`src/rtl/frame_sequencer.sv`:
```
// Audio frame sequencer: divides the 240 Hz frame enable into quarter/half-frame clock pulses and the frame IRQ.
// Optional feature macro FRAME_IRQ_EN builds the IRQ flag; undefined ties frame_irq to 0.
module frame_sequencer #(
    parameter int TICK_DIV = 1
) (
    input  logic       clk,
    input  logic       rst,
    input  logic       tick,
    input  logic       cfg_we,
    input  logic       cfg_mode,
    input  logic       cfg_irq_inhibit,
    input  logic       status_rd,
    output logic       quarter_frame,
    output logic       half_frame,
    output logic       frame_irq,
    output logic [2:0] step
);

    localparam logic [3:0] DIV_LAST = 4'(TICK_DIV - 1);

    logic       r_mode;
    logic       r_inhibit;
    logic [2:0] r_step;
    logic [3:0] r_div;
    logic       r_quarter;
    logic       r_half;

    logic       w_modeNext;
    logic       w_inhibitNext;
    logic [2:0] w_stepNext;
    logic [3:0] w_divNext;
    logic       w_quarterNext;
    logic       w_halfNext;
    logic       w_irqSet;

    always_ff @(posedge clk or posedge rst) begin
        if (rst) begin
            r_mode    <= 1'b0;
            r_inhibit <= 1'b0;
            r_step    <= 3'd0;
            r_div     <= 4'd0;
            r_quarter <= 1'b0;
            r_half    <= 1'b0;
        end else begin
            r_mode    <= w_modeNext;
            r_inhibit <= w_inhibitNext;
            r_step    <= w_stepNext;
            r_div     <= w_divNext;
            r_quarter <= w_quarterNext;
            r_half    <= w_halfNext;
        end
    end

    // A config write takes priority over a coincident tick, which is dropped without advancing the prescaler.
    always_comb begin
        w_modeNext    = r_mode;
        w_inhibitNext = r_inhibit;
        w_stepNext    = r_step;
        w_divNext     = r_div;
        w_quarterNext = 1'b0;
        w_halfNext    = 1'b0;
        w_irqSet      = 1'b0;
        if (cfg_we) begin
            w_modeNext    = cfg_mode;
            w_inhibitNext = cfg_irq_inhibit;
            w_stepNext    = 3'd0;
            w_divNext     = 4'd0;
            w_quarterNext = cfg_mode;
            w_halfNext    = cfg_mode;
        end else if (tick) begin
            if (r_div == DIV_LAST) begin
                w_divNext = 4'd0;
                if (!r_mode) begin
                    if (r_step > 3'd3) begin
                        w_stepNext = 3'd0;
                    end else begin
                        w_quarterNext = 1'b1;
                        w_halfNext    = r_step[0];
                        w_irqSet      = (r_step == 3'd3) && !r_inhibit;
                        w_stepNext    = (r_step == 3'd3) ? 3'd0 : r_step + 3'd1;
                    end
                end else begin
                    if (r_step > 3'd4) begin
                        w_stepNext = 3'd0;
                    end else begin
                        w_quarterNext = (r_step != 3'd3);
                        w_halfNext    = (r_step == 3'd1) || (r_step == 3'd4);
                        w_stepNext    = (r_step == 3'd4) ? 3'd0 : r_step + 3'd1;
                    end
                end
            end else begin
                w_divNext = r_div + 4'd1;
            end
        end
    end

`ifdef FRAME_IRQ_EN
    logic r_irq;

    // Setting the flag beats any clear arriving in the same cycle.
    always_ff @(posedge clk or posedge rst) begin
        if (rst) begin
            r_irq <= 1'b0;
        end else if (w_irqSet) begin
            r_irq <= 1'b1;
        end else if ((cfg_we && cfg_irq_inhibit) || status_rd) begin
            r_irq <= 1'b0;
        end
    end

    assign frame_irq = r_irq;
`else
    logic w_unused;
    assign w_unused  = w_irqSet | status_rd;
    assign frame_irq = 1'b0;
`endif

    assign quarter_frame = r_quarter;
    assign half_frame    = r_half;
    assign step          = r_step;

endmodule

```
`config.mk`:
```
export PLATFORM = sky130hd
export DESIGN_NAME = frame_sequencer
export DESIGN_NICKNAME = d
export VERILOG_FILES = /design/src/rtl/frame_sequencer.sv
export SDC_FILE = /design/constraint.sdc
export NUM_CORES = 1
export LEC_CHECK = 0
export BUFFER_PORTS_ARGS = -buffer_cell sky130_fd_sc_hd__clkbuf_2
export CORE_UTILIZATION = 25
export DETAILED_ROUTE_END_ITERATION = 12
export SYNTH_ARGS = -nofsm -noshare
export SYNTH_HDL_FRONTEND = slang
export SYNTH_SLANG_ARGS = --single-unit
export TNS_END_PERCENT = 1
```
`constraint.sdc`:
```
create_clock -name clk -period 2 [get_ports clk]
set_clock_uncertainty 0.05 [all_clocks]
set_input_delay 0 -clock clk [delete_from_list [all_inputs] [get_ports clk]]
set_output_delay 0 -clock clk [all_outputs]
set_load 0.005 [all_outputs]
```
==> PnR_summary.wiki <==
{| class="wikitable"
! Metric !! Value
|-
| Reg2Reg Capture Point || step[0]
|-
| Destination of the critical timing path || step[0]
|-
| First-pass iteration count of the detailed router || 4
|-
| Die ar. || approximately 2600 sq um
|-
| Area of the core region || around 2300 sq um
|-
| Share of post-route cells with drive strength above 1 || 0.230
|-
| Clock tree from TritonCTS || yes
|-
| Timing-limited maximum frequency || around 0.64 GHz
|-
| Boundary pin count || 13
|-
| Vert. Die Dim || 51.3 microns
|-
| First-pass GRT wire length || 1840 microns
|-
| Cell with the largest stage delay on the worst path || sky130_fd_sc_hd__dfrtp_1
|-
| Number of fillers in the final layout || ~250
|-
| Outcome || completed
|-
| Global route overflow || 0
|-
| Post-synthesis cell type with the largest combined area || sky130_fd_sc_hd__dfrtp_1
|-
| Switching part of the total || 0.237
|-
| Depth of the worst register-to-register path || 5
|-
| Count of endpoints failing hold in the final timing report || 0
|-
| Placer's final routability congestion estimate || ~0.77
|-
| Maximum count of clock buffers along a single path || 2
|-
| Fin Setup TNS || 0 ns
|-
| Critical path cell sequence || inv_1 > ha_1 > nand4bb_4 > a2111o_1 > a21oi_2
|-
| Top cells by count, synth || 10 x sky130_fd_sc_hd__dfrtp_1, 8 x sky130_fd_sc_hd__inv_1, 5 x sky130_fd_sc_hd__a21oi_1, 5 x sky130_fd_sc_hd__ha_1, 5 x sky130_fd_sc_hd__nand2_1
|-
| Port Buffer Count || 9
|-
| Gate power share || 0.121
|-
| Tcrit/Tclk final || 0.779
|-
| Leakage power || between 0.3 and 0.4 nW
|-
| Insertion delay to the later sink of the worst-skew pair || 0.26 ns
|-
| Largest stage delay on the critical path || approximately 0.42 ns
|-
| Detailed placement HPWL || between 700 and 800 microns
|-
| Leading cell types by total area after synthesis || sky130_fd_sc_hd__dfrtp_1 41%, sky130_fd_sc_hd__ha_1 10%, sky130_fd_sc_hd__inv_1 4.9%
|-
| R2R setup slack || approximately 0.44 ns
|-
| DP Cell Count || 95
|-
| Endpoint type of the worst setup path || flip-flop
|-
| Average size of a mapped cell || roughly 9.9 sq um
|-
| Count of inserted antenna diode cells || 0
|-
| Number of nets with antenna violations after routing || 0
|-
| Largest net degree at the start of global routing || 12
|-
| Initial DRC Count || 5
|-
| Total clock buffers created by CTS || 3
|-
| Leading register cell type out of synthesis || sky130_fd_sc_hd__dfrtp_1
|-
| Share of power burned in the clock network || 0.395
|-
| Setup repair after global routing missed its margin || false
|-
| Highest fanout seen on the critical path || 6
|-
| Final setup violation count || 0
|-
| Number of flops mapped to enable cells by yosys || 0
|-
| Post-layout net count || 87
|-
| Critical path data arrival time || 1.70 ns
|-
| Worst setup path class || flip-flop to flip-flop
|-
| Layout area overhead || 21.6%
|-
| Critical path startpoint || r_div[0]
|-
| Final cell count without fillers || ~100
|-
| Via count of the first global-routing pass || between 400 and 500
|-
| Total setup buffers inserted after CTS || 0
|-
| Register bit total from synthesis || 10
|-
| GRT Util Overall || 0.0972
|-
| Register area || roughly 250 sq um
|-
| Sinks on the clock net || 10
|-
| Internal Power || roughly 0.35 mW
|-
| Mean routed wirelength per cell || just over 10 microns
|-
| Period minus WS final || 1.56 ns
|-
| Total power after layout || between 0.4 and 0.5 mW
|-
| Total power divided by cell area || between 600 and 700 nW/um^2
|-
| Post-synthesis net count || 73
|-
| Via count || 465
|-
| Psw || between 0.1 and 0.15 mW
|-
| Sort of element at the start of the critical path || flip-flop
|-
| Count of mapped cells out of synthesis || 61
|-
| Floorplan row count || 17
|-
| Sequential Power Share || 0.483
|-
| Count of synthesis-stage warnings from yosys || 0
|-
| Clk slew on worst S/H paths || approximately 0.07 ns
|-
| Largest vdd supply drop || approximately 0.26 mV
|-
| Starting Density || 0.269
|-
| Initial antenna violation count || 0
|-
| Max Cap Violations || 0
|-
| Floorplan die width || 51.3 microns
|-
| Post-route DRC || 0
|-
| Proportion of synthesized flip-flops having asynchronous set or reset || 1.00
|-
| Area occupied by multi-input gates || just over 300 sq um
|-
| Total routed wirelength || 1050 microns
|-
| Worst hold-check path type || primary input to flip-flop
|-
| Proportion of netlist area held by the largest area contributor || 0.412
|-
| Critical Path RT || 2.14 ns
|-
| Final Max Tran Viols || 0
|-
| Portion of the post-synthesis area used by sequential elements || 0.412
|-
| Synth unique cells || 27
|-
| Vias/cell || around 4.6
|-
| Synthesized area || approximately 600 sq um
|-
| CTS HTree Levels || 1
|-
| Launching point of the worst reg2reg path || r_div[0]
|-
| CTS root buf || sky130_fd_sc_hd__clkbuf_4
|-
| Most repeated cell in the gate-level netlist after synthesis || sky130_fd_sc_hd__dfrtp_1
|}
## metal layers
layer,global-route usage,part of all wire
met5,0,0
met4,0.0405,0.015
met3,0.0446,0.032
met2,0.154,0.47
met1,0.113,0.48
## layout make-up
type,count,share of cell area
well taps,28,0.0475
multi-input cells,40,0.422
flip-flops and latches,10,0.339
inverters,8,0.0407
repair buffers,12,0.102
clock buffers,4,0.0492
## power by group through the flow
stage	Combinational (mW)	Sequential [mW]	Clock, mW
floorplan	0.0375	0.220	0
global placement	0.0506	0.223	0
detailed placement	0.0513	0.224	0
CTS	0.0560	0.220	0.189
global route	0.0627	0.221	0.200
finish	0.0551	0.220	0.180
## critical path: cells and delay by family, from the launching register on
family | cells | cell delay, ns
adder cells (fa/ha/maj) | 1 | 0.23
flip-flops | 1 | 0.42
AO/OA/AOI/OAI | 2 | 0.53
AND/OR/NAND/NOR | 1 | 0.17
buffers and inverters | 1 | 0.08
## per-stage QoR
stage	utilization	setup slack [ns]	instance area [sq um]	hold WS (ns)
final	0.327	0.442	738	0.0780
after global routing	0.327	0.368	738	0.0965
after CTS	0.327	0.427	738	0.0769
after detailed placement	0.298	0.458	672	-0.0620
after global placement	0.298	0.471	672	-0.0717
after floorplan	-	0.564	607	-0.210
## cells in the final DEF, fill, tap and decap left out
cell type / instances
sky130_fd_sc_hd__a31oi_1: 1
sky130_fd_sc_hd__nand2b_1: 2
sky130_fd_sc_hd__dfrtp_1: 10
sky130_fd_sc_hd__o41ai_1: 1
sky130_fd_sc_hd__nand2_1: 5
sky130_fd_sc_hd__mux2i_1: 1
sky130_fd_sc_hd__a21oi_1: 5
sky130_fd_sc_hd__nor3_1: 2
sky130_fd_sc_hd__mux2_2: 1
sky130_fd_sc_hd__clkbuf_8: 1
sky130_fd_sc_hd__conb_1: 1
sky130_fd_sc_hd__nand4bb_4: 1
sky130_fd_sc_hd__o21ai_0: 1
sky130_fd_sc_hd__nor3b_1: 1
sky130_fd_sc_hd__o311ai_0: 1
sky130_fd_sc_hd__nor2_1: 2
sky130_fd_sc_hd__nand4_1: 2
sky130_fd_sc_hd__o31ai_1: 1
sky130_fd_sc_hd__and4bb_2: 1
sky130_fd_sc_hd__dlygate4sd3_1: 3
sky130_fd_sc_hd__clkbuf_2: 9
sky130_fd_sc_hd__a22oi_1: 1
sky130_fd_sc_hd__xor2_1: 2
sky130_fd_sc_hd__clkbuf_4: 3
sky130_fd_sc_hd__o2111ai_1: 1
sky130_fd_sc_hd__a21oi_2: 1
sky130_fd_sc_hd__inv_1: 8
sky130_fd_sc_hd__ha_1: 5
sky130_fd_sc_hd__a2111o_1: 1
## sequential cells by signal, summed over array words and instances (netlist names)
signal and flops:
step 3, quarter_frame 1, half_frame 1, r_div 4
r_mode 1
## cells by family after synthesis
kind of cell / after synthesis / share of synthesized area
buf+inv: 11 / 0.0742
xor+xnor: 2 / 0.0289
flops: 10 / 0.412
compound gates: 14 / 0.161
mux: 2 / 0.0351
other cells: 1 / 0.00618
fa+ha+maj: 5 / 0.103
simple gates: 16 / 0.179
## repair_timing
item,CTS,global route
resized for setup,0,0
endpoints found under the hold margin,14,0
hold buffers,3,0
## worst min path at each step
stage / startpoint / endpoint / slack (ns) / cells after the start
3_5_place_dp: rst / half_frame / -0.06 / 2
3_3_place_gp: rst / r_div[0] / -0.07 / 2
4_1_cts: tick / r_div[0] / 0.08 / 3
5_1_grt: tick / r_div[1] / 0.1 / 3
6_report: tick / r_div[0] / 0.08 / 3
2_1_floorplan: rst / half_frame / -0.21 / 1
(Power assumes the default switching activity.)
